### src/rtl/esp8266_ipd_parser.sv
// Receive-side parser for ESP8266 "+IPD,<id>,<len>:<payload>" frames fed by uart_rx.
// Optional "OK\r\n" detector is built when ESP_OK_DETECT_EN is defined.
module esp8266_ipd_parser #(
    parameter int unsigned MAX_LEN = 2048,
    parameter logic [23:0] TIMEOUT = 24'd5_000_000
) (
    input  logic        clk,
    input  logic        rst_n,
    input  logic        rx_int,
    input  logic [7:0]  rx_data,
    output logic [3:0]  link_id,
    output logic [11:0] pay_len,
    output logic [7:0]  pay_data,
    output logic        pay_valid,
    output logic        frame_start,
    output logic        frame_done,
    output logic        frame_err,
    output logic        ok_seen
);

    localparam logic [2:0] S_HUNT = 3'd0;
    localparam logic [2:0] S_TAG  = 3'd1;
    localparam logic [2:0] S_ID   = 3'd2;
    localparam logic [2:0] S_LEN  = 3'd3;
    localparam logic [2:0] S_PAY  = 3'd4;

    localparam logic [13:0] MAX_LEN_V = 14'(MAX_LEN);

    function automatic logic is_digit(input logic [7:0] b);
        return (b >= 8'h30) && (b <= 8'h39);
    endfunction

    function automatic logic [7:0] tag_char(input logic [1:0] idx);
        case (idx)
            2'd0:    return 8'h49;
            2'd1:    return 8'h50;
            2'd2:    return 8'h44;
            2'd3:    return 8'h2C;
            default: return 8'h00;
        endcase
    endfunction

    logic        rx_int_d;
    logic        bs;
    logic [2:0]  state;
    logic [1:0]  tag_idx;
    logic        id_seen;
    logic [3:0]  id_r;
    logic [13:0] acc;
    logic [2:0]  dig_cnt;
    logic [13:0] remain;
    logic [23:0] tmo_cnt;
    logic [7:0]  digit_val;

    assign bs        = rx_int_d & ~rx_int;
    assign digit_val = rx_data - 8'h30;

    // Delay rx_int so its falling edge can be detected as the byte strobe.
    always_ff @(posedge clk or negedge rst_n) begin
        if (!rst_n) rx_int_d <= 1'b0;
        else        rx_int_d <= rx_int;
    end

    // Frame parser, payload delivery and inter-byte timeout.
    always_ff @(posedge clk or negedge rst_n) begin
        if (!rst_n) begin
            state       <= S_HUNT;
            tag_idx     <= 2'd0;
            id_seen     <= 1'b0;
            id_r        <= 4'd0;
            acc         <= 14'd0;
            dig_cnt     <= 3'd0;
            remain      <= 14'd0;
            tmo_cnt     <= 24'd0;
            link_id     <= 4'd0;
            pay_len     <= 12'd0;
            pay_data    <= 8'd0;
            pay_valid   <= 1'b0;
            frame_start <= 1'b0;
            frame_done  <= 1'b0;
            frame_err   <= 1'b0;
        end else begin
            pay_valid   <= 1'b0;
            frame_start <= 1'b0;
            frame_done  <= 1'b0;
            frame_err   <= 1'b0;
            if (bs) begin
                tmo_cnt <= 24'd0;
                case (state)
                    S_HUNT: begin
                        if (rx_data == 8'h2B) begin
                            state   <= S_TAG;
                            tag_idx <= 2'd0;
                        end
                    end
                    S_TAG: begin
                        if (rx_data == tag_char(tag_idx)) begin
                            if (tag_idx == 2'd3) begin
                                state   <= S_ID;
                                id_seen <= 1'b0;
                            end else begin
                                tag_idx <= tag_idx + 2'd1;
                            end
                        end else if (rx_data == 8'h2B) begin
                            tag_idx <= 2'd0;  // a new '+' may start the real header
                        end else begin
                            state <= S_HUNT;
                        end
                    end
                    S_ID: begin
                        if (!id_seen && is_digit(rx_data)) begin
                            id_r    <= rx_data[3:0];
                            id_seen <= 1'b1;
                        end else if (id_seen && rx_data == 8'h2C) begin
                            acc     <= 14'd0;
                            dig_cnt <= 3'd0;
                            state   <= S_LEN;
                        end else begin
                            frame_err <= 1'b1;
                            state     <= S_HUNT;
                        end
                    end
                    S_LEN: begin
                        if (is_digit(rx_data)) begin
                            if (dig_cnt == 3'd4) begin
                                frame_err <= 1'b1;
                                state     <= S_HUNT;
                            end else begin
                                acc     <= acc * 14'd10 + {6'd0, digit_val};
                                dig_cnt <= dig_cnt + 3'd1;
                            end
                        end else if (rx_data == 8'h3A) begin
                            if (dig_cnt == 3'd0 || acc == 14'd0 || acc > MAX_LEN_V) begin
                                frame_err <= 1'b1;
                                state     <= S_HUNT;
                            end else begin
                                link_id     <= id_r;
                                pay_len     <= acc[11:0];
                                remain      <= acc;
                                frame_start <= 1'b1;
                                state       <= S_PAY;
                            end
                        end else begin
                            frame_err <= 1'b1;
                            state     <= S_HUNT;
                        end
                    end
                    S_PAY: begin
                        pay_data  <= rx_data;
                        pay_valid <= 1'b1;
                        remain    <= remain - 14'd1;
                        if (remain == 14'd1) begin
                            frame_done <= 1'b1;
                            state      <= S_HUNT;
                        end
                    end
                    default: state <= S_HUNT;
                endcase
            end else if (state == S_HUNT) begin
                tmo_cnt <= 24'd0;
            end else if (tmo_cnt == TIMEOUT - 24'd1) begin
                frame_err <= 1'b1;
                state     <= S_HUNT;
                tmo_cnt   <= 24'd0;
            end else begin
                tmo_cnt <= tmo_cnt + 24'd1;
            end
        end
    end

`ifdef ESP_OK_DETECT_EN
    logic [1:0] ok_idx;

    function automatic logic [7:0] ok_char(input logic [1:0] idx);
        case (idx)
            2'd0:    return 8'h4F;
            2'd1:    return 8'h4B;
            2'd2:    return 8'h0D;
            2'd3:    return 8'h0A;
            default: return 8'h00;
        endcase
    endfunction

    // "OK\r\n" matcher; payload bytes never feed it.
    always_ff @(posedge clk or negedge rst_n) begin
        if (!rst_n) begin
            ok_idx  <= 2'd0;
            ok_seen <= 1'b0;
        end else begin
            ok_seen <= 1'b0;
            if (state == S_PAY) begin
                ok_idx <= 2'd0;
            end else if (bs) begin
                if (rx_data == ok_char(ok_idx)) begin
                    ok_idx <= ok_idx + 2'd1;
                    if (ok_idx == 2'd3) ok_seen <= 1'b1;
                end else if (rx_data == 8'h4F) begin
                    ok_idx <= 2'd1;
                end else begin
                    ok_idx <= 2'd0;
                end
            end
        end
    end
`else
    assign ok_seen = 1'b0;
`endif

endmodule

### config.mk
export PLATFORM = sky130hd
export DESIGN_NAME = esp8266_ipd_parser
export DESIGN_NICKNAME = d
export VERILOG_FILES = /design/src/rtl/esp8266_ipd_parser.sv
export SDC_FILE = /design/constraint.sdc
export NUM_CORES = 1
export LEC_CHECK = 0
export ABC_AREA = 1
export BUFFER_PORTS_ARGS = -buffer_cell sky130_fd_sc_hd__buf_2
export CAP_MARGIN = 20
export CORE_MARGIN = 2
export CORE_UTILIZATION = 45
export DETAILED_ROUTE_END_ITERATION = 10
export REMOVE_ABC_BUFFERS = 1
export SYNTH_ARGS = -nofsm -noshare
export SYNTH_HDL_FRONTEND = slang
export SYNTH_SLANG_ARGS = --single-unit
### constraint.sdc
create_clock -name clk -period 2.5 [get_ports clk]
set_input_delay 0.25 -clock clk [delete_from_list [all_inputs] [get_ports clk]]
set_output_delay 0.25 -clock clk [all_outputs]
set_load 0.03 [all_outputs]
# Yosys cells after proc, flatten, opt, wreduce, memory -nomap -nowiden

Index checks and enable logic that the tools add are counted.

Add/subtract/negate cells: 6
Multiply operators: 1
Magnitude comparators: 3
Equality and inequality tests: 32
Multiplexer cells: 63
Bitwise gates (word level): 4
Reductions and logical operators: 23

Operator list:

| cell                  | number |
|---|---|
| $mux 14               | 7 |
| $mux 24               | 3 |
| $pmux 14 s2           | 2 |
| $mux 3                | 17 |
| $pmux 8 s4            | 1 |
| $add 24x1->24 const B | 1 |
| $eq 24x23->1 const B  | 1 |
| $eq 8x6->1 const B    | 3 |
| $ne 2x2->1 const B    | 12 |
| $mux 1                | 22 |
| $mux 8                | 2 |
| $pmux 3 s5            | 1 |
| $reduce_and 5->1      | 3 |
| $add 14x8->14         | 1 |
| $eq 14x1->1 const B   | 1 |
| $gt 14x12->1 const B  | 1 |
| $logic_not 14->1      | 1 |
| $mul 14x3->13 const B | 1 |
| $sub 14x1->14 const B | 1 |
| $ne 4x4->1 const B    | 3 |
| $reduce_bool 2->1     | 5 |
| $ne 3x3->1 const B    | 3 |
| $eq 8x8->1            | 1 |
| $ge 8x6->1 const B    | 1 |
| 24 further kinds      | 38 |

Register bits: 94
Bits of input ports: 11

# Depth between registers and ports, before layout

Gate-level depths: netlist of the first run.

Depth in word-level cells: 8
Mapped depth: 17
Depth with buffers taken out: 17

# Least setup slack after synthesis of the first run

OpenSTA, ideal clock, no wires.

Path type: register to register
From: reg acc[1]
To: reg acc[13]
Data arrival time: 2570 ps
Setup slack: -187 ps
Cell stages (with the launch flop): 18
Period minus slack after synthesis: 2687 ps
Path through: dfrtp_1 > ha_1 > ha_1 > inv_1 > fa_1 > xnor2_1 > ha_1 > nand2_1 > nor2_1 > nand2_1 > nand3_1 > nand3_1 > nand2_1 > inv_1 > nor2_1 > nand3_1 > nand3_1 > nand2_1

Word-level cells in the longest chain between the ends: 5

RTL lines:

| element                | line | source |
|---|---|---|
| from (decl)            | 49   | `logic [13:0] acc;` |
| from (signal assigned) | 129  | `acc <= acc * 14'd10 + {6'd0, digit_val};` |
| $mul 14x3->13          | 129  |  |
| $add 14x8->14          | 129  |  |
| $mux 14                | 125  | `if (dig_cnt == 3'd4) begin` |
| $mux 14                | 124  | `if (is_digit(rx_data)) begin` |
| $pmux 14 s2            | 89   | `case (state)` |

Every way passes these cells. The select of a mux whose other input is x is not followed.
A chain may end at the register's enable or synchronous reset.

# Worst setup path after layout of the first run

From: reg acc[3]
To: reg acc[13]

The elaborated chain is that of the path after synthesis.

==> flow_metrics.tcl, run 1 <==
set metrics [dict create \
    outcome "complete, but fails checks" \
    violations "negative setup slack" \
    fin_nets 937 \
    critPathLaunchType "flip-flop" \
    vias 5535 \
    synth_area_mm2 0.00603 \
    cp_top_family "adder cells" \
    io_pins 40 \
    fin_skew_ns 0.00495 \
    clock_path_buffers 2 \
    avgSynthCellArea_um2 7.41 \
    grt_pass1_wl_mm 26.1 \
    core_region_area_mm2 0.0132 \
    async_flop_share 1.00 \
    dp_worst_setup_slack_ns -0.344 \
    yosys.area.top_type "dfrtp_1" \
    ys_seq_area_frac 0.390 \
    max_slew_margin 0.663 \
    ys.flop_type "dfrtp_1" \
    place_congestion 0.866 \
    drt-total-wl_mm 15.8 \
    clock_latency_ns 0.36 \
    criticalPathCategory "flip-flop to flip-flop" \
    antenna_cells 0 \
    crit_chain "ha_1 -> ha_2 -> inv_2 -> fa_2 -> inv_2 -> ha_4 -> nand2_2 -> nor2_2 -> nand2_1 -> nand3_2 -> nand3_2 -> nand2_4 -> inv_2 -> nor2_4 -> nand3_2 -> nand3_2 -> nand2_1" \
    die-height_um 120 \
    rsz0062_at_grt "true" \
    wl_per_cell_um 14.8 \
    synth_edf_count 0 \
    clk_pin_slew_ns 0.07 \
    grt_max_degree 54 \
    crit_top_cell "nand3_2" \
    fin_crit_sh 1.06 \
    min_path_type "input pin to flip-flop" \
    grt_usage 0.231 \
    fin_tns_setup_ns -0.865 \
    highest_layer "met4" \
    hold_viol_final 0 \
    worstPathMaxFanout 3 \
    ys_types 44 \
    grt-ovfl-total 0 \
    cts_tree "yes" \
    synth_top_area_frac 0.390 \
    synth.area.top_cells "dfrtp_1, nand2_1, ha_1" \
    route.met2.wl_mm 7.71 \
    antenna_found_initial 0 \
    die_w_um 120 \
    critPathSlowestCell "fa_2" \
    period_needed_ns 2.65 \
    max_freq_ghz 0.377 \
    antenna_left 0 \
    numPortBuffers 38 \
    layout-area-overhead-vs-synth_pct 19.8 \
    ir_worst_vdd_uv 341 \
    root_buffer "clkbuf_16" \
    ys_warn_count 0 \
    drc 0 \
    ys_ff_latch 94 \
    powerDensity_mw_per_mm2 576 \
    slowest_delay_ns 0.53 \
    setup_ws_ns -0.155 \
    cp.required_ns 2.75 \
    initial_core_util 0.457 \
    die_area_mm2 0.0143 \
    cts_max_level 3 \
    cts.sinks 94 \
    worst_setup_path_end_kind "flip-flop" \
    power.leakage_uw 0.00359 \
    fin_util 0.548 \
    crit_buf_inv 3 \
    report.final.slew_viol_count 0 \
    grt_pass1_vias 5431 \
    post_drt_via_cell_ratio 5.19 \
    wl_met1_mm 7.05 \
    rows 42 \
    worst_pin_slew_ns 0.502 \
    worstPathArrival_ns 2.91 \
    drtPass1Iterations 7 \
    wl_met3_um 613 \
    setup_viol 7 \
    numCtsBuffers 9 \
    synthCells 814 \
    drive_gt1_frac 0.182 \
    max_cap_viol_count 0 \
    dpl.hpwl_mm 11.9 \
    drt_iter0_markers 305 \
]
[worst register-to-register path: cells and delay by family (launching register included)]
family,cells,cell delay [ns]
simple gates,10,0.76
buf+inv,3,0.15
flops,1,0.39
fa+ha+maj,4,1.27
[metal layers]
metal,vias up,track usage
met1,2611,0.285
li1,2781,-
met5,-,0
met3,27,0.0447
met4,0,0.0882
met2,116,0.398
[Yosys cell counts, types with 11 or more instances]
cell type / n
a21oi_1: 27
dfrtp_1: 94
ha_1: 37
inv_1: 109
nand2_1: 211
nand3_1: 58
nand4_1: 16
nor2_1: 72
nor3_1: 11
o21ai_0: 63
o21ai_1: 11
xor2_1: 14
[path summary, 6_finish.rpt]
path                         start           to  slack (ns)  cells after the start
setup / recovery            acc[3]      acc[13]       -0.15                     17
hold / removal              rx_int     rx_int_d        0.01                      1
setup reg to reg            acc[3]      acc[13]       -0.15                     17
hold reg to reg            id_r[2]   link_id[2]        0.47                      2
max in group asynchronous    rst_n  pay_data[7]        1.53                      3
min in group asynchronous    rst_n   tmo_cnt[0]        0.35                      2
[layout by cell type, fill, tap and decap left out, drive strengths merged, types with 4 or more instances in the layout]
| cell | netlist | layout |
|---|---|---|
| inv | 117 | 118 |
| nor2 | 79 | 79 |
| nand3 | 62 | 62 |
| dfrtp | 94 | 94 |
| a31oi | 4 | 4 |
| clkbuf | 4 | 10 |
| o21ai | 76 | 76 |
| nand4 | 16 | 16 |
| nor3 | 15 | 15 |
| xnor2 | 9 | 9 |
| ha | 37 | 37 |
| xor2 | 14 | 14 |
| nand2 | 214 | 214 |
| buf | 10 | 75 |
| o22ai | 9 | 9 |
| nor4 | 6 | 6 |
| a21oi | 27 | 27 |
[final cells by class]
type	instances	area, um^2
well taps	176	220
repair buffers	76	504
clock buffers	10	239
multi-input cells	588	3390
fillers	1238	5960
clock inverters	5	82.6
inverters	118	443
flip-flops and latches	94	2350
[power by group]
group          internal (uW)  switching [uW]  total, uW
clock network            901             603       1500
logic                    434             610       1040
registers               1570            45.4       1620
total                   2910            1260       4160
[cell families after synthesis]
kind of cell,Yosys count,share of synthesized area
flops,94,0.390
other cells,1,0.000622
compound gates,122,0.108
buf+inv,132,0.0875
xor+xnor,23,0.0334
fa+ha+maj,39,0.0834
mux,1,0.00166
simple gates,402,0.295
[per-stage QoR]
step | power, uW | cell area (um^2) | cells | hold WS [ns]
2_1_floorplan | 2170 | 5950 | 800 | -0.0456
3_5_place_dp | 2470 | 6610 | 1046 | 0.197
3_3_place_gp | 2450 | 6610 | 1046 | 0.197
6_report | 4160 | 7230 | 1067 | 0.0114
5_1_grt | 4390 | 7230 | 1067 | 0.00759
4_1_cts | 4110 | 7120 | 1067 | 0.00440
[repair_timing]
item | 4_1_cts | 5_1_grt
hold buffers | 1 | 0
endpoints found under the setup margin | 8 | 9
hold endpoints to repair | 25 | 0
setup buffers | 6 | 1
pin swaps | 24 | 20
resized for setup | 31 | 21
[flip-flops by register name, summed over array words and instances, names as in the netlist, 4 cells and up]
name      cells
acc          14
pay_len      12
id_r          4
remain       14
tmo_cnt      24
link_id       4
pay_data      8
(Power assumes the default switching activity.)
==> inputs of run 2 (changes only) <==
--- a/config.mk
+++ b/config.mk
@@ -9,8 +9,9 @@
 export BUFFER_PORTS_ARGS = -buffer_cell sky130_fd_sc_hd__buf_2
 export CAP_MARGIN = 20
 export CORE_MARGIN = 2
-export CORE_UTILIZATION = 45
+export CORE_UTILIZATION = 65
 export DETAILED_ROUTE_END_ITERATION = 10
+export PLACE_DENSITY = 0.85
 export REMOVE_ABC_BUFFERS = 1
 export SYNTH_ARGS = -nofsm -noshare
 export SYNTH_HDL_FRONTEND = slang
==> constraint.sdc (replaced) <==
create_clock -name clk -period 3.4 [get_ports clk]
set_input_delay 0.34 -clock clk [delete_from_list [all_inputs] [get_ports clk]]
set_output_delay 0.34 -clock clk [all_outputs]
set_load 0.03 [all_outputs]
==> run 2 against run 1 <==
Against the previous run:
- the run now ends clean
- critical endpoint unchanged
- non-clock buffer count down 32
- hold slack better by 0.083 ns
- sequential share of layout area up 3.6 points
- clock skew up 0.012 ns
- combinational power down 47%
- highest routed layer unchanged
==> flow_metrics.tcl, run 2 (same netlist as run 1, synthesis figures left out) <==
set metrics [dict create \
    outcome "complete, no violations" \
    drtPass1Iterations 5 \
    root_buffer "clkbuf_8" \
    clock_latency_ns 0.37 \
    fin_total_pwr_uw 2420 \
    hold_viol_final 0 \
    max_slew_margin 0.531 \
    ir_worst_vdd_uv 210 \
    numPortBuffers 38 \
    antenna_found_initial 0 \
    fin_crit_sh 0.894 \
    worst_pin_slew_ns 0.703 \
    worst_setup_path_end_kind "flip-flop" \
    crit_buf_inv 3 \
    layout-area-overhead-vs-synth_pct 7.76 \
    r2r_cells 17 \
    rr_startpoint "acc[1]" \
    cts_tree "yes" \
    crit_start "acc[1]" \
    fin_nets 905 \
    ctsHoldBuffers 1 \
    core_region_area_mm2 0.00911 \
    cts_max_level 3 \
    crit_path_end "acc[13]" \
    reg_top3 "tmo_cnt x24, acc x14, remain x14" \
    cp_top_family "adder cells" \
    max_cap_viol_count 0 \
    placedCellCount 954 \
    worstPathArrival_ns 3.31 \
    place_congestion 0.914 \
    die_w_um 100 \
    final_cell_mix "nand2_1, inv_1, dfrtp_1" \
    numCtsBuffers 9 \
    largest_reg_flops 24 \
    criticalPathCategory "flip-flop to flip-flop" \
    drt_iter0_markers 351 \
    powerDensity_mw_per_mm2 372 \
    drive_gt1_frac 0.105 \
    die-height_um 100 \
    fillers 745 \
    post_drt_via_cell_ratio 5.71 \
    io_pins 40 \
    final_cells 971 \
    clock_path_buffers 2 \
    whs_ns 0.0944 \
    die_area_mm2 0.0101 \
    final_common_cell "nand2_1" \
    initial_core_util 0.662 \
    clk_pin_slew_ns 0.10 \
    slowest_delay_ns 0.45 \
    grt_pass1_wl_mm 24.1 \
    fin_tns_setup_ns 0 \
    cts_resized 0 \
    cts.sinks 94 \
    period_needed_ns 3.04 \
    r2r-end "acc[13]" \
    dpl.hpwl_mm 10.7 \
    critPathSlowestCell "dfrtp_1" \
    drc 0 \
    antenna_cells 0 \
    antenna_left 0 \
    grt-ovfl-total 0 \
    critPathLaunchType "flip-flop" \
    setup_viol 0 \
    vias 5541 \
    rrSetupSlack_ns 0.36 \
    grt_pass1_vias 5290 \
    crit_chain "ha_1 -> ha_1 -> inv_1 -> fa_1 -> xnor2_1 -> ha_1 -> nand2_1 -> inv_1 -> nand2_1 -> nand3_1 -> nand3_1 -> nand2_1 -> inv_1 -> nor2_1 -> nand3_1 -> nand3_1 -> nand2_1" \
    rsz0062_at_grt "false" \
    path_depth 17 \
    report.final.slew_viol_count 0 \
    cp.required_ns 3.67 \
    worstPathMaxFanout 5 \
    cts_setup_buffers 0 \
    grt_usage 0.297 \
    max_freq_ghz 0.329 \
    rows 35 \
    wl_per_cell_um 14.7 \
    top_register "tmo_cnt" \
    fin_skew_ns 0.0166 \
    min_path_type "input pin to flip-flop" \
    grt_max_degree 49 \
    drt-total-wl_mm 14.2 \
    power.leakage_uw 0.00332 \
]
run 2: changes by cell type in the layout (fill, tap and decap cells not counted), moves of 5 or more:
cell,change
clkbuf_16,-9
buf_4,-28
clkbuf_8,+8
nand2_2,-8
nand2_1,+10
nand3_1,+5
ha_1,+7
ha_4,-6
nand3_2,-5
run 2: through the flow:
step / util / cell area [um^2] / setup WS [ns]
2_1_floorplan: - / 5950 / 0.712
3_3_place_gp: 0.694 / 6320 / 0.568
3_5_place_dp: 0.694 / 6320 / 0.393
4_1_cts: 0.714 / 6500 / 0.378
5_1_grt: 0.714 / 6500 / 0.157
6_report: 0.714 / 6500 / 0.359
run 2: how the worst min path moves through the flow:
| stage | from | to | depth (start not counted) |
|---|---|---|---|
| floorplan | rst_n | acc[0] | 0 |
| global placement | rst_n | tmo_cnt[15] | 1 |
| detailed placement | rst_n | tmo_cnt[15] | 1 |
| CTS | rx_int | rx_int_d | 1 |
| global route | rx_int | rx_int_d | 1 |
| finish | rx_int | rx_int_d | 1 |
run 2: cell type report:
type                    count  area [um^2]  share of cell area
multi-input cells         588         3150               0.485
flip-flops and latches     94         2350               0.362
inverters                 118          443              0.0681
repair buffers             44          240              0.0370
well taps                 111          139              0.0214
clock buffers              10          128              0.0196
clock inverters             6         46.3             0.00712
run 2: metal layers:
layer / wire [um] / GRT usage / vias up
met1: 6100 / 0.390 / 2576
met3: 961 / 0.0529 / 40
met4: 379 / 0.104 / 0
li1: - / - / 2715
met5: 0 / 0 / -
met2: 6780 / 0.497 / 210
run 2: report_power, final:
part	leakage [uW]	switching [uW]	internal, uW
Sequential	0.00123	35.2	1150
Clock	0.0000829	411	270
Combinational	0.00200	362	186
==> inputs of run 3 (changes only) <==
--- a/config.mk
+++ b/config.mk
@@ -8,10 +8,12 @@
 export ABC_AREA = 1
 export BUFFER_PORTS_ARGS = -buffer_cell sky130_fd_sc_hd__buf_2
 export CAP_MARGIN = 20
+export CELL_PAD_IN_SITES_DETAIL_PLACEMENT = 1
+export CELL_PAD_IN_SITES_GLOBAL_PLACEMENT = 1
 export CORE_MARGIN = 2
-export CORE_UTILIZATION = 65
+export CORE_UTILIZATION = 49
 export DETAILED_ROUTE_END_ITERATION = 10
-export PLACE_DENSITY = 0.85
+export PLACE_DENSITY_LB_ADDON = 0.1
 export REMOVE_ABC_BUFFERS = 1
 export SYNTH_ARGS = -nofsm -noshare
 export SYNTH_HDL_FRONTEND = slang
==> run 3 against run 2 <==
Against the previous run:
- sequential cell count stayed put
- clock-buffer cell count stayed put
- power is 17% higher
- global-route usage is 1.9 points lower
- via count is 1.1% higher
- sequential power hardly changed
- hold slack better by 0.0077 ns
==> flow_metrics.tcl, run 3 (same netlist as run 1, synthesis figures left out) <==
set metrics [dict create \
    wl_per_cell_um 17.2 \
    cts_resized 0 \
    rrSetupSlack_ns 0.28 \
    outcome "complete, no violations" \
    reg_top3 "tmo_cnt x24, acc x14, remain x14" \
    antenna_left 0 \
    cts.sinks 94 \
    die_area_mm2 0.0132 \
    drive_gt1_frac 0.106 \
    ir_worst_vdd_uv 238 \
    grt_usage 0.278 \
    max_freq_ghz 0.321 \
    fin_skew_ns 0.00652 \
    min_path_type "input pin to asynchronous set/reset pin" \
    r2r_cells 17 \
    fin_tns_setup_ns 0 \
    powerDensity_mw_per_mm2 423 \
    max_cap_viol_count 0 \
    vias 5602 \
    layout-area-overhead-vs-synth_pct 10.5 \
    post_drt_via_cell_ratio 5.56 \
    final_cells 1007 \
    fin_crit_sh 0.917 \
    antenna_cells 0 \
    placedCellCount 991 \
    grt_pass1_vias 5946 \
    root_buffer "clkbuf_16" \
    fin_total_pwr_uw 2820 \
    place_congestion 0.856 \
    cp.required_ns 3.65 \
    top_register "tmo_cnt" \
    cts_setup_buffers 0 \
    seqPwrFrac 0.422 \
    cts_max_level 3 \
    period_needed_ns 3.12 \
    die-height_um 115 \
    clkPwrFrac 0.374 \
    report.final.slew_viol_count 0 \
    max_slew_margin 0.400 \
    core_region_area_mm2 0.0120 \
    numCtsBuffers 9 \
    clock_latency_ns 0.36 \
    combPwrFrac 0.205 \
    hold_viol_final 0 \
    criticalPathCategory "flip-flop to flip-flop" \
    numPortBuffers 38 \
    worst_setup_path_end_kind "flip-flop" \
    dpl.hpwl_mm 13.1 \
    initial_core_util 0.502 \
    worstPathArrival_ns 3.37 \
    antenna_found_initial 0 \
    fin_util 0.555 \
    rr_startpoint "acc[1]" \
    die_w_um 115 \
    ctsHoldBuffers 0 \
    worstPathMaxFanout 5 \
    clock_path_buffers 2 \
    final_cell_mix "nand2_1, inv_1, dfrtp_1" \
    rsz0062_at_grt "false" \
    critPathLaunchType "flip-flop" \
    largest_reg_flops 24 \
    grt_pass1_wl_mm 29.0 \
    grt-ovfl-total 0 \
    cts_tree "yes" \
    internal_power_uw 1920 \
    rows 40 \
    drt_iter0_markers 328 \
    clk_pin_slew_ns 0.07 \
    switching_share 0.321 \
    setup_viol 0 \
    grt_max_degree 69 \
    final_common_cell "nand2_1" \
    drtPass1Iterations 5 \
    p_switching_uw 905 \
    worst_pin_slew_ns 0.901 \
    fillers 1571 \
    drt-total-wl_mm 17.3 \
    drc 0 \
    dp_worst_setup_slack_ns 0.366 \
    r2r-end "acc[13]" \
    power.leakage_uw 0.00338 \
    io_pins 40 \
    setup_ws_ns 0.283 \
    fin_nets 905 \
]
==> run 3: changes by cell type in the layout (fill, tap and decap cells not counted), sizes merged <==
cell,before,now
clkinv,4,3
inv,118,119
dlygate4sd3,1,0
clkinvlp,2,1
buf,43,44
bufinv,0,1
==> run 3: power groups by stage <==
| stage | Sequential [uW] | Clock, uW | Combinational [uW] |
|---|---|---|---|
| after floorplan | 1210 | 0 | 385 |
| after global placement | 1210 | 0 | 532 |
| after detailed placement | 1210 | 0 | 570 |
| after CTS | 1190 | 1070 | 579 |
| after global routing | 1200 | 1110 | 647 |
| final | 1190 | 1050 | 578 |
==> run 3: area by class of cell <==
cell class	count	area, um^2	area share
Tap cell	147	184	0.0276
Clock buffer	10	229	0.0343
Clock inverter	6	68.8	0.0103
Timing Repair Buffer	44	238	0.0357
Multi-Input combinational cell	588	3150	0.473
Inverter	118	443	0.0664
Sequential cell	94	2350	0.353
==> run 3: critical path: stages (launching register included) <==
cell     delay (ns)
dfrtp_1        0.45
ha_1           0.34
ha_1           0.21
inv_1          0.09
fa_1           0.42
xnor2_1        0.15
ha_1           0.36
nand2_1        0.10
nor2_1         0.10
nand2_1        0.07
nand3_1        0.11
nand3_1        0.09
nand2_1        0.13
inv_1          0.08
nor2_1         0.12
nand3_1        0.08
nand3_1        0.07
nand2_1        0.06
==> run 3: layer usage <==
layer | vias to the layer above | global-route usage | share of wire
li1 | 2716 | - | -
met1 | 2771 | 0.350 | 0.44
met2 | 87 | 0.488 | 0.51
met3 | 28 | 0.0443 | 0.029
met4 | 0 | 0.0948 | 0.019
met5 | - | 0 | 0
==> run 3: worst max-delay path by stage <==
stage	slack [ns]	start	to	cells after the start
after floorplan	0.71	acc[1]	acc[13]	17
after global placement	0.54	acc[1]	acc[13]	17
after detailed placement	0.37	acc[1]	acc[13]	17
after CTS	0.30	acc[1]	acc[13]	17
after global routing	0.08	acc[1]	acc[11]	17
final	0.28	acc[1]	acc[13]	17
==> run 3: metrics by stage <==
step | hold WS, ns | cell area (um^2)
floorplan | 0.0444 | 5950
global placement | 0.456 | 6370
detailed placement | 0.456 | 6370
CTS | 0.0982 | 6670
global route | 0.0960 | 6670
finish | 0.102 | 6670
